--- config.mk ---
export PLATFORM = sky130hd
export DESIGN_NAME = muldiv_unit
export DESIGN_NICKNAME = d
export VERILOG_FILES = /design/src/rtl/muldiv_unit.sv
export SDC_FILE = /design/constraint.sdc
export NUM_CORES = 1
export LEC_CHECK = 0
export BUFFER_PORTS_ARGS = -buffer_cell sky130_fd_sc_hd__buf_2
export CAP_MARGIN = 20
export CORE_MARGIN = 2
export CORE_UTILIZATION = 50
export CTS_CLUSTER_SIZE = 20
export DETAILED_ROUTE_END_ITERATION = 8
export GPL_TIMING_DRIVEN = 0
export PLACE_DENSITY = 0.65
export SLEW_MARGIN = 15
export SYNTH_ARGS = -nofsm -noshare
export SYNTH_HDL_FRONTEND = slang
export SYNTH_SLANG_ARGS = --single-unit
--- constraint.sdc ---
create_clock -name clk -period 5.6 [get_ports clk]
set_input_delay 1.12 -clock clk [delete_from_list [all_inputs] [get_ports clk]]
set_output_delay 1.12 -clock clk [all_outputs]
set_load 0.05 [all_outputs]
--- src/rtl/muldiv_unit.sv ---
// muldiv_unit: iterative RV32M-style multiply/divide unit.
// Multiply is shift-add on operand magnitudes and divide is restoring division
// on magnitudes. Each takes WIDTH iteration edges plus one edge that applies
// the sign and selects the result. Latency is therefore WIDTH+1 edges for
// every operation.
module muldiv_unit #(
    parameter int WIDTH = 32
) (
    input  logic             clk,
    input  logic             reset,
    input  logic             start,
    input  logic [2:0]       funct3,
    input  logic [WIDTH-1:0] a,
    input  logic [WIDTH-1:0] b,
    output logic             busy,
    output logic             done,
    output logic [WIDTH-1:0] result
);

    localparam int              CW         = $clog2(WIDTH) + 1;
    localparam logic [CW-1:0]   LAST_COUNT = CW'(WIDTH);
    localparam logic [CW-1:0]   CNT_ONE    = CW'(1);
    localparam logic [WIDTH-1:0] ZERO_W    = {WIDTH{1'b0}};
    localparam logic [WIDTH-1:0] ONES_W    = {WIDTH{1'b1}};

    typedef enum logic [1:0] {
        IDLE = 2'b00,
        CALC = 2'b01,
        DONE = 2'b10
    } state_t;

    // Two's-complement negation at operand width.
    function automatic logic [WIDTH-1:0] neg_w(input logic [WIDTH-1:0] v);
        return (~v) + {{(WIDTH-1){1'b0}}, 1'b1};
    endfunction

    // Two's-complement negation at product width.
    function automatic logic [2*WIDTH-1:0] neg_2w(input logic [2*WIDTH-1:0] v);
        return (~v) + {{(2*WIDTH-1){1'b0}}, 1'b1};
    endfunction

    state_t               state_r;
    logic                 busy_r, done_r;
    logic [WIDTH-1:0]     result_r;
    logic [CW-1:0]        count_r;
    logic [2:0]           op_r;
    logic [WIDTH-1:0]     a_r;
    logic                 a_neg_r, b_neg_r;
    logic [WIDTH-1:0]     a_mag_r, b_mag_r;
    logic [2*WIDTH-1:0]   prod_r;
    logic [WIDTH-1:0]     quot_r;
    logic [WIDTH-1:0]     rem_r;

    logic                 a_signed_s, b_signed_s;
    logic                 a_neg_s, b_neg_s;
    logic [WIDTH-1:0]     a_mag_s, b_mag_s;
    logic [WIDTH:0]       mul_sum_s;
    logic [WIDTH:0]       div_shift_s;
    logic [WIDTH:0]       div_diff_s;
    logic                 div_ge_s;
    logic [2*WIDTH-1:0]   prod_fin_s;
    logic [WIDTH-1:0]     quot_fin_s, rem_fin_s;
    logic                 b_zero_s;
    logic [WIDTH-1:0]     fin_s;

    // Operand signedness per funct3, and magnitudes of the incoming operands.
    always_comb begin
        a_signed_s = 1'b0;
        b_signed_s = 1'b0;
        case (funct3)
            3'b000, 3'b001, 3'b100, 3'b110: begin
                a_signed_s = 1'b1;
                b_signed_s = 1'b1;
            end
            3'b010: begin
                a_signed_s = 1'b1;
                b_signed_s = 1'b0;
            end
            default: begin
                a_signed_s = 1'b0;
                b_signed_s = 1'b0;
            end
        endcase
        a_neg_s = a_signed_s & a[WIDTH-1];
        b_neg_s = b_signed_s & b[WIDTH-1];
        a_mag_s = a_neg_s ? neg_w(a) : a;
        b_mag_s = b_neg_s ? neg_w(b) : b;
    end

    // One iteration step: shift-add for multiply, restoring subtract for divide.
    always_comb begin
        mul_sum_s   = {1'b0, prod_r[2*WIDTH-1:WIDTH]}
                    + (prod_r[0] ? {1'b0, a_mag_r} : {(WIDTH+1){1'b0}});
        div_shift_s = {rem_r, quot_r[WIDTH-1]};
        div_ge_s    = (div_shift_s >= {1'b0, b_mag_r});
        div_diff_s  = div_shift_s - {1'b0, b_mag_r};
    end

    // Sign application, special cases and result selection after the last iteration.
    always_comb begin
        prod_fin_s = (a_neg_r ^ b_neg_r) ? neg_2w(prod_r) : prod_r;
        quot_fin_s = (a_neg_r ^ b_neg_r) ? neg_w(quot_r) : quot_r;
        rem_fin_s  = a_neg_r ? neg_w(rem_r) : rem_r;
        b_zero_s   = (b_mag_r == ZERO_W);
        case (op_r)
            3'b000:                 fin_s = prod_fin_s[WIDTH-1:0];
            3'b001, 3'b010, 3'b011: fin_s = prod_fin_s[2*WIDTH-1:WIDTH];
            3'b100, 3'b101:         fin_s = b_zero_s ? ONES_W : quot_fin_s;
            3'b110, 3'b111:         fin_s = b_zero_s ? a_r : rem_fin_s;
            default:                fin_s = ZERO_W;
        endcase
    end

    // Control FSM with datapath registers; reset discards any operation.
    always_ff @(posedge clk) begin
        if (reset) begin
            state_r  <= IDLE;
            busy_r   <= 1'b0;
            done_r   <= 1'b0;
            result_r <= ZERO_W;
            count_r  <= {CW{1'b0}};
            op_r     <= 3'b000;
            a_r      <= ZERO_W;
            a_neg_r  <= 1'b0;
            b_neg_r  <= 1'b0;
            a_mag_r  <= ZERO_W;
            b_mag_r  <= ZERO_W;
            prod_r   <= {(2*WIDTH){1'b0}};
            quot_r   <= ZERO_W;
            rem_r    <= ZERO_W;
        end else begin
            case (state_r)
                IDLE, DONE: begin
                    done_r <= 1'b0;
                    if (start) begin
                        state_r <= CALC;
                        busy_r  <= 1'b1;
                        count_r <= {CW{1'b0}};
                        op_r    <= funct3;
                        a_r     <= a;
                        a_neg_r <= a_neg_s;
                        b_neg_r <= b_neg_s;
                        a_mag_r <= a_mag_s;
                        b_mag_r <= b_mag_s;
                        prod_r  <= {ZERO_W, b_mag_s};
                        quot_r  <= a_mag_s;
                        rem_r   <= ZERO_W;
                    end else begin
                        state_r <= IDLE;
                        busy_r  <= 1'b0;
                    end
                end
                CALC: begin
                    if (count_r != LAST_COUNT) begin
                        count_r <= count_r + CNT_ONE;
                        if (op_r[2]) begin
                            rem_r  <= div_ge_s ? div_diff_s[WIDTH-1:0] : div_shift_s[WIDTH-1:0];
                            quot_r <= {quot_r[WIDTH-2:0], div_ge_s};
                        end else begin
                            prod_r <= {mul_sum_s, prod_r[WIDTH-1:1]};
                        end
                    end else begin
                        state_r  <= DONE;
                        busy_r   <= 1'b0;
                        done_r   <= 1'b1;
                        result_r <= fin_s;
                    end
                end
                default: begin
                    state_r <= IDLE;
                    busy_r  <= 1'b0;
                    done_r  <= 1'b0;
                end
            endcase
        end
    end

    assign busy   = busy_r;
    assign done   = done_r;
    assign result = result_r;

endmodule

Yosys cells after proc, flatten, opt, wreduce, memory -nomap -nowiden
Cells that the tools add are included.
{ "op_classes": {"add_sub_neg": 8, "magnitude_cmp": 1, "eq_ne": 19, "mux": 33, "n_bitwise": 10, "n_reduce_logical": 17} }
{ "op_table": {"columns": ["op", "count"], "rows": [
  ["two-way mux 32 bit", 14],
  ["two-way mux 64 bit", 4],
  ["adder 32 x 1 -> 32 bit (second input constant)", 4],
  ["inverter 32 bit", 4],
  ["one-hot mux 32 bit (2 select lines)", 2],
  ["one-hot mux 32 bit (4 select lines)", 1],
  ["one-hot mux 64 bit (2 select lines)", 1],
  ["adder 64 x 1 -> 64 bit (second input constant)", 1],
  ["inverter 64 bit", 1],
  ["adder 32 x 32 -> 33 bit", 1],
  ["greater-or-equal comparator 33 x 32 -> 1 bit", 1],
  ["logical NOT 32 bit", 1],
  ["subtractor 32 bit", 1],
  ["== test 3 bit (second input constant)", 6],
  ["two-way mux 6 bit", 2],
  ["one-hot mux 6 bit (2 select lines)", 1],
  ["!= test 2 bit (second input constant)", 5],
  ["== test 3 x 2 -> 1 bit (second input constant)", 3],
  ["AND reduction 4 bit", 2],
  ["OR reduction 2 bit", 4],
  ["adder 6 x 1 -> 6 bit (second input constant)", 1],
  ["== test 3 x 1 -> 1 bit (second input constant)", 2],
  ["logical NOT 3 bit", 2],
  ["!= test 6 bit (second input constant)", 1],
  ["16 further kinds", 23]
]} }
{ "totals": {"regBits": 271, "in_bits": 70, "out_inout_bits": 34, "elab_cells": 102} }

Depth between registers and ports, before layout
Gate-level depths: netlist (run 1).
{ "logic_depth": {"ltp_word": 7, "depth_mapped": 14, "mapped_depth_nobuf": 13} }

Worst setup path after synthesis (run 1)
Ideal clock, no wire load.
{ "synth_timing": {"kind": "input to register", "start": "input b[1]", "end": "register prod_r[26]", "setup_ps": 71, "t_arrival_ps": 3382, "required_ps": 5529, "slack_ps": 2148, "path_stages": 11, "path_buffers": 0, "cell_sequence": "inv_1 -> ha_1 -> or4b_2 -> nor3_1 -> and2_1 -> and2_1 -> a21oi_1 -> xor2_1 -> nor2_1 -> or3_1 -> a21oi_1"} }
{ "synth_via": {"elab_chain_len": 5} }
{ "synth_rtl": {"columns": ["item", "line_no", "text"], "rows": [
  ["start: declaration", "14", "input logic [WIDTH-1:0] b,"],
  ["inverter 32 bit", "34", "return (~v) + {{(WIDTH-1){1'b0}}, 1'b1};"],
  ["adder 32 x 1 -> 32 bit", "34", null],
  ["two-way mux 32 bit", "87", "b_mag_s = b_neg_s ? neg_w(b) : b;"],
  ["two-way mux 64 bit", "135", "if (start) begin"],
  ["one-hot mux 64 bit (2 select lines)", "132", "case (state_r)"],
  ["end signal: assignment", "128", "prod_r <= {(2*WIDTH){1'b0}};"],
  ["end signal: assignment", "145", "prod_r <= {ZERO_W, b_mag_s};"],
  ["end signal: assignment", "160", "prod_r <= {mul_sum_s, prod_r[WIDTH-1:1]};"],
  ["end: declaration", "50", "logic [2*WIDTH-1:0] prod_r;"]
]} }
Every way passes these cells. The select of a mux whose other input is x is not followed.
A chain may end at the register's enable or synchronous reset.

Worst setup path in the final report (run 1)
{ "layout_timing": {"start": "register prod_r[0]", "end": "register result_r[31], in the netlist result[31]"} }
{ "layout_via": {"elab_chain_len": 4} }
{ "layout_rtl": {"columns": ["item", "line_no", "text"], "rows": [
  ["inverter 64 bit", "39", "return (~v) + {{(2*WIDTH-1){1'b0}}, 1'b1};"],
  ["adder 64 x 1 -> 64 bit", "39", null],
  ["two-way mux 64 bit", "101", "prod_fin_s = (a_neg_r ^ b_neg_r) ? neg_2w(prod_r) : prod_r;"],
  ["one-hot mux 32 bit (4 select lines)", "105", "case (op_r)"],
  ["end signal: assignment", "166", "result_r <= fin_s;"],
  ["end: declaration", "44", "logic [WIDTH-1:0] result_r;"]
]} }
Every way passes these cells.

==> flow_summary.yaml, run 1 <==
status:
  status: "finished, final reports clean"
power_and_ir_drop:
  sequentialPowerShare: 0.378
  p_leak_nw: 8.27
  comb_power_share: 0.227
  cellInternalPower_mw: 3.75
  ir_drop_uv: 225
  power_density_nw_per_um2: 272
  swShare: 0.342
  p_clk_frac: 0.395
  switching_power_mw: 1.95
  finalPower_mw: 5.70
sta:
  skew_ns: 0.0118
  worst_slew_pin_slew_ns: 1.24
  finalCritPeriodShare: 0.813
  slew_viol_final: 0
  fin_crit_ns: 4.55
  holdWs_ns: 0.452
  finalSetupTns_ns: 0
  finalHoldViolCount: 0
  fmax_ghz: 0.220
  max-slew-margin-rel: 0.172
  setup_viol: 0
  rsz0062_at_grt: "false"
hold_path:
  hold_class: "register to register"
  min_to: "a_r[6]"
  holdPathStages: 2
  hp-start: "a_r[6]"
synthesis:
  ys_ff_latch: 269
  syn_area_per_cell_sq_um: 7.37
  ys_async_sr_fraction: 0
  ys_seq_area_frac: 0.289
  synth_top_cell_by_area: "dfxtp_1"
  synth_edf_count: 0
  syn_area_sq_um: 18600
  synth.distinct_cells: 79
  ys_warn_count: 0
  synthFlopType: "dfxtp_1"
  synthCells: 2530
  synth_top_area_frac: 0.289
  synth.area.top_cells: "dfxtp_1, a21oi_1, nand2_1, xor2_1, o21ai_0"
  synth_nets: 2673
setup_path:
  critPathKind: "register to register"
  r2r_start: "prod_r[0]"
  worstSetupStartpointType: "register"
  r2r_slack_ns: 1.05
  end_kind: "register"
  r2r-end: "result[31]"
  rr_worst_depth: 10
  critPathRequiredTime_ns: 6.02
  crit_arrival_ns: 4.97
  crit_fanout: 9
routing:
  wl_per_cell_um: 27.2
  first_iter_violations: 2971
  ant_nets: 0
  dr.pass1.iters: 6
  viasPerCell: 6.66
  drc: 0
  wl_um: 86200
  vias: 21100
die:
  pin_count: 104
  rows: 70
  start_util: 0.508
  coreArea_sq_um: 36700
  dieHeight_um: 197
  die_area_sq_um: 38800
  die_w_um: 197
clock_network:
  cts.sinks: 269
  cts_tree: "yes"
  clkSlewWorstSetupHoldPaths_ns: 0.06
  root_buffer: "clkbuf_16"
  hold_buffers: 0
  postCtsSetupRepairBufs: 0
  clock_path_buffers: 3
  cts_resized: 0
  cts_made_buffers: 34
  clock_latency_ns: 0.53
  htreeDepth: 2
cells_and_area:
  area_delta_synth_final_pct: 12.2
  drive_gt1_frac: 0.0764
  num-nets-final: 2813
global_route:
  grt-ovfl-total: 0
  grt_usage: 0.434
  grt_max_degree: 13
  antenna_found_initial: 4
  grt_pass1_vias: 19200
  grt_pass1_wl_um: 124000
run:
  max_cap_violations: 0
place:
  gp_congestion: 1.05
  hpwl_um: 68200
  io_buffers: 103
==> layer usage <==
layer / wire length [um] / GRT usage / vias to the layer above / part of all wire
li1: - / - / 9424 / -
met1: 35000 / 0.594 / 9972 / 0.41
met2: 34100 / 0.617 / 1418 / 0.40
met3: 11300 / 0.115 / 281 / 0.13
met4: 5850 / 0.245 / 0 / 0.068
met5: 0 / 0 / - / 0
==> critical path, cell delays in order (launching register included) <==
cell and delay (ns):
dfxtp_1 0.29, clkbuf_1 0.27, nor4_1 0.69, nand4b_1 0.43, nor2_1 0.64, nand3_1 0.38
or4_1 0.59, mux2i_1 0.15, a211oi_1 0.55, o21ai_0 0.19, o221a_2 0.26
==> through the flow <==
step                cells  setup WS (ns)  area, sq um  utilization
floorplan            2530           2.15        18600            -
global route         3166          0.755        20900        0.569
detailed placement   3102           1.18        19700        0.538
finish               3169           1.05        20900        0.570
CTS                  3163           1.23        20900        0.569
global placement     3101           1.28        19700        0.538
==> power by group through the flow <==
| stage | Sequential (mW) | Clock, mW | Combinational (mW) |
|---|---|---|---|
| after global placement | 2.18 | 0 | 1.21 |
| after floorplan | 2.13 | 0 | 0.776 |
| after global routing | 2.16 | 2.32 | 1.36 |
| after CTS | 2.14 | 2.24 | 1.23 |
| final | 2.15 | 2.25 | 1.30 |
| after detailed placement | 2.18 | 0 | 1.22 |
==> cell families after synthesis <==
kind of cell / count (synthesis) / share of synthesized area
adders and majority gates: 73 / 0.0498
and+or+nand+nor: 904 / 0.230
muxes: 14 / 0.00752
AOI/OAI and AO/OA: 819 / 0.270
xor gates and xnor gates: 215 / 0.101
DFF: 269 / 0.289
buffers and inverters: 236 / 0.0520
==> cells in the mapped netlist, drive strengths merged (15+ instances only) <==
cell type and n:
or3 17, ha 71, o211ai 28, nand3 54, o31ai 43, and2 43, clkbuf 144, buf 17
nor3 75, nor2 230, nor4 38, nand2 304, inv 73, dfxtp 269, and3 34, nand4 15
a21oi 285, xor2 113, or4 25, a21o 21, xnor2 102, a31oi 53, nand2b 20, o21ai 190
a211oi 48, o22ai 16
==> flip-flops by register name, summed over array words and instances (netlist names), 3 cells and up <==
name	flops
a_r	32
b_mag_r	32
op_r	3
count_r	6
quot_r	32
result	32
rem_r	32
prod_r	64
a_mag_r	31
==> worst max-delay path by stage <==
stage / start / end / slack [ns]
2_1_floorplan: b[1] / prod_r[26] / 2.15
3_3_place_gp: a[1] / quot_r[28] / 1.28
3_5_place_dp: a[1] / quot_r[28] / 1.18
4_1_cts: prod_r[0] / result[31] / 1.23
5_1_grt: prod_r[0] / result[31] / 0.75
6_report: prod_r[0] / result[31] / 1.05
==> area by class of cell <==
cell class              count  area, sq um
diodes                      6         15.0
plain buffers             163          694
clock buffers              54         1100
clock inverters             7         37.5
fillers                  3516        15800
inverters                  73          274
multi-input cells        2025        12300
flip-flops and latches    269         5390
well taps                 468          586
repair buffers            104          519
==> cells in the final DEF (no fill, tap or decap), types with 71 or more instances in the layout <==
cell	Yosys	routed
dfxtp_1	269	269
xnor2_1	102	102
o21ai_0	189	189
ha_1	71	71
nor3_1	75	74
clkbuf_1	140	146
buf_2	0	103
nor2_1	229	229
xor2_1	113	113
nand2_1	304	304
a21oi_1	285	285
inv_1	73	73
(Power assumes the default switching activity.)
==> inputs of run 2 (changes only) <==
--- a/config.mk
+++ b/config.mk
@@ -5,6 +5,7 @@
 export SDC_FILE = /design/constraint.sdc
 export NUM_CORES = 1
 export LEC_CHECK = 0
+export ABC_AREA = 1
 export BUFFER_PORTS_ARGS = -buffer_cell sky130_fd_sc_hd__buf_2
 export CAP_MARGIN = 20
 export CORE_MARGIN = 2
@@ -12,7 +13,7 @@
 export CTS_CLUSTER_SIZE = 20
 export DETAILED_ROUTE_END_ITERATION = 8
 export GPL_TIMING_DRIVEN = 0
-export PLACE_DENSITY = 0.65
+export PLACE_DENSITY = 0.68
 export SLEW_MARGIN = 15
 export SYNTH_ARGS = -nofsm -noshare
 export SYNTH_HDL_FRONTEND = slang
==> constraint.sdc (replaced) <==
create_clock -name clk -period 3.9 [get_ports clk]
set_input_delay 0.78 -clock clk [delete_from_list [all_inputs] [get_ports clk]]
set_output_delay 0.78 -clock clk [all_outputs]
set_load 0.05 [all_outputs]
==> run 2 against run 1 <==
Net effect:
- sequential power up 43%
- critical path type unchanged
- die area up 17%
- register-to-register slack got worse by 0.69 ns
- largest power group unchanged
==> flow_summary.yaml, run 2 <==
die:
  dieHeight_um: 213
  rows: 76
  start_util: 0.507
  die_area_sq_um: 45400
  pin_count: 104
  coreArea_sq_um: 43200
  die_w_um: 213
power_and_ir_drop:
  p_leak_nw: 12.3
  cellInternalPower_mw: 5.69
  finalPower_mw: 9.17
  comb_power_share: 0.301
  p_clk_frac: 0.364
  sequentialPowerShare: 0.334
  switching_power_mw: 3.48
  swShare: 0.380
  ir_drop_uv: 288
  power_density_nw_per_um2: 378
setup_path:
  end_kind: "register"
  worstSetupStartpointType: "register"
  crit_fanout: 7
  critPathKind: "register to register"
  critPathRequiredTime_ns: 4.33
  crit_arrival_ns: 3.97
global_route:
  grt_pass1_wl_um: 139000
  grt_pass1_vias: 23600
  antenna_found_initial: 2
  grt_max_degree: 13
  grt_usage: 0.411
  grt-ovfl-total: 0
place:
  io_buffers: 102
  gp_congestion: 1.07
  place_ws_ns: 0.296
  hpwl_um: 77900
  dp.cells: 4544
synthesis:
  yosysMostFrequentCell: "nand2_1"
  synth_top_area_frac: 0.246
  synth_commonest_cells: "nand2_1, inv_1, nor2_1, nand3_1, a21oi_1"
  synthFlopType: "dfxtp_1"
  ys_ff_latch: 269
  syn_area_sq_um: 21900
  syn_area_per_cell_sq_um: 5.67
  synth_nets: 4000
  ys_warn_count: 0
  synthCells: 3857
  synth.area.top_cells: "dfxtp_1, nand2_1, inv_1, nand3_1, nor2_1"
  ys_seq_area_frac: 0.246
  synth_top_cell_by_area: "dfxtp_1"
  synth.distinct_cells: 46
  synth_edf_count: 0
  ys_async_sr_fraction: 0
clock_network:
  clkSlewWorstSetupHoldPaths_ns: 0.06
  htreeDepth: 2
  cts_made_buffers: 34
  root_buffer: "clkbuf_16"
  cts.sinks: 269
  cts_resized: 0
  hold_buffers: 0
  postCtsSetupRepairBufs: 0
  clock_latency_ns: 0.57
  cts_tree: "yes"
  clock_path_buffers: 3
routing:
  viasPerCell: 5.75
  drc: 0
  dr.pass1.iters: 6
  wl_um: 94700
  first_iter_violations: 3134
  vias: 26400
  wl_per_cell_um: 20.6
  ant_nets: 0
sta:
  fmax_ghz: 0.282
  finalCritPeriodShare: 0.908
  rsz0062_at_grt: "false"
  finalSetupTns_ns: 0
  slew_viol_final: 0
  fin_crit_ns: 3.54
  max-slew-margin-rel: 0.255
  holdWs_ns: 0.442
  finalHoldViolCount: 0
  skew_ns: 0.0213
  setup_viol: 0
  layout_setup_ws_ns: 0.359
  worst_slew_pin_slew_ns: 1.12
run:
  max_cap_violations: 0
cells_and_area:
  final_cell_mix: "nand2_1, inv_1, nor2_1"
  layout_commonest_cell: "nand2_1"
  diodes: 0
  largest_reg_flops: 64
  num-nets-final: 4138
  area_delta_synth_final_pct: 11.0
  multi_input_area_sq_um: 13900
  finalNonFillerCells: 4602
  drive_gt1_frac: 0.0545
  seqCellArea_sq_um: 5390
  fillers: 4783
  max_flop_register: "prod_r"
hold_path:
  hold_class: "register to register"
status:
  status: "finished, final reports clean"
run 2: changes by cell type in the layout (fill, tap and decap cells not counted), sizes merged, moves of 47 or more:
cell	delta
a211oi	-47
inv	+467
clkbuf	-58
nand3	+312
xor2	-55
nor2	+225
xnor2	-79
nand2	+882
run 2: final timing paths:
| path | start | end | slack, ns | depth (start not counted) |
|---|---|---|---|---|
| setup / recovery | prod_r[0] | prod_r[55] | 0.36 | 16 |
| hold / removal | done | done | 0.44 | 2 |
| setup reg to reg | prod_r[0] | prod_r[55] | 0.36 | 16 |
| hold reg to reg | done | done | 0.44 | 2 |
run 2: through the flow:
stage	utilization	area (sq um)
after floorplan	-	21900
after global placement	0.536	23100
after detailed placement	0.536	23100
after CTS	0.562	24300
after global routing	0.562	24300
final	0.562	24300
run 2: critical path: stages (launching register included):
cell,delay (ns)
dfxtp_1,0.30
clkbuf_1,0.36
nand2_1,0.10
inv_1,0.07
ha_1,0.28
inv_1,0.12
fa_1,0.40
inv_1,0.13
nand2_1,0.08
o21ai_1,0.40
a21oi_1,0.20
o21ai_0,0.48
nand2_1,0.21
nand2_1,0.11
nand2_1,0.05
nand3_1,0.06
a21oi_1,0.06
run 2: power groups by stage:
| stage | sequential (mW) | clock [mW] | combinational (mW) |
|---|---|---|---|
| floorplan | 3.12 | 0 | 1.77 |
| finish | 3.07 | 3.34 | 2.76 |
| CTS | 3.06 | 3.35 | 2.68 |
| global placement | 3.12 | 0 | 2.66 |
| detailed placement | 3.12 | 0 | 2.66 |
| global route | 3.08 | 3.45 | 3.01 |
run 2: metal layers:
| metal | track usage | wire (um) | up-vias |
|---|---|---|---|
| met1 | 0.555 | 39800 | 12100 |
| met5 | 0 | 18 | - |
| met3 | 0.0818 | 10300 | 261 |
| met2 | 0.628 | 39600 | 1430 |
| met4 | 0.189 | 4890 | 2 |
| li1 | - | - | 12700 |
run 2: logic make-up (layout without fill, tap and decap cells):
group | after synthesis | after routing | share of synthesized area
AO/OA/AOI/OAI | 616 | 616 | 0.153
XOR/XNOR | 81 | 81 | 0.0324
adder cells (fa/ha/maj) | 73 | 73 | 0.0424
buffers and inverters | 672 | 832 | 0.119
flip-flops | 269 | 269 | 0.246
AND/OR/NAND/NOR | 2146 | 2146 | 0.407
run 2: cell type report:
| class | count | area share |
|---|---|---|
| Sequential cell | 269 | 0.222 |
| Inverter | 540 | 0.0836 |
| Clock buffer | 44 | 0.0395 |
| Multi-Input combinational cell | 2916 | 0.572 |
| Clock inverter | 14 | 0.00845 |
| Timing Repair Buffer | 102 | 0.0210 |
| Tap cell | 585 | 0.0301 |
| Buffer | 132 | 0.0234 |
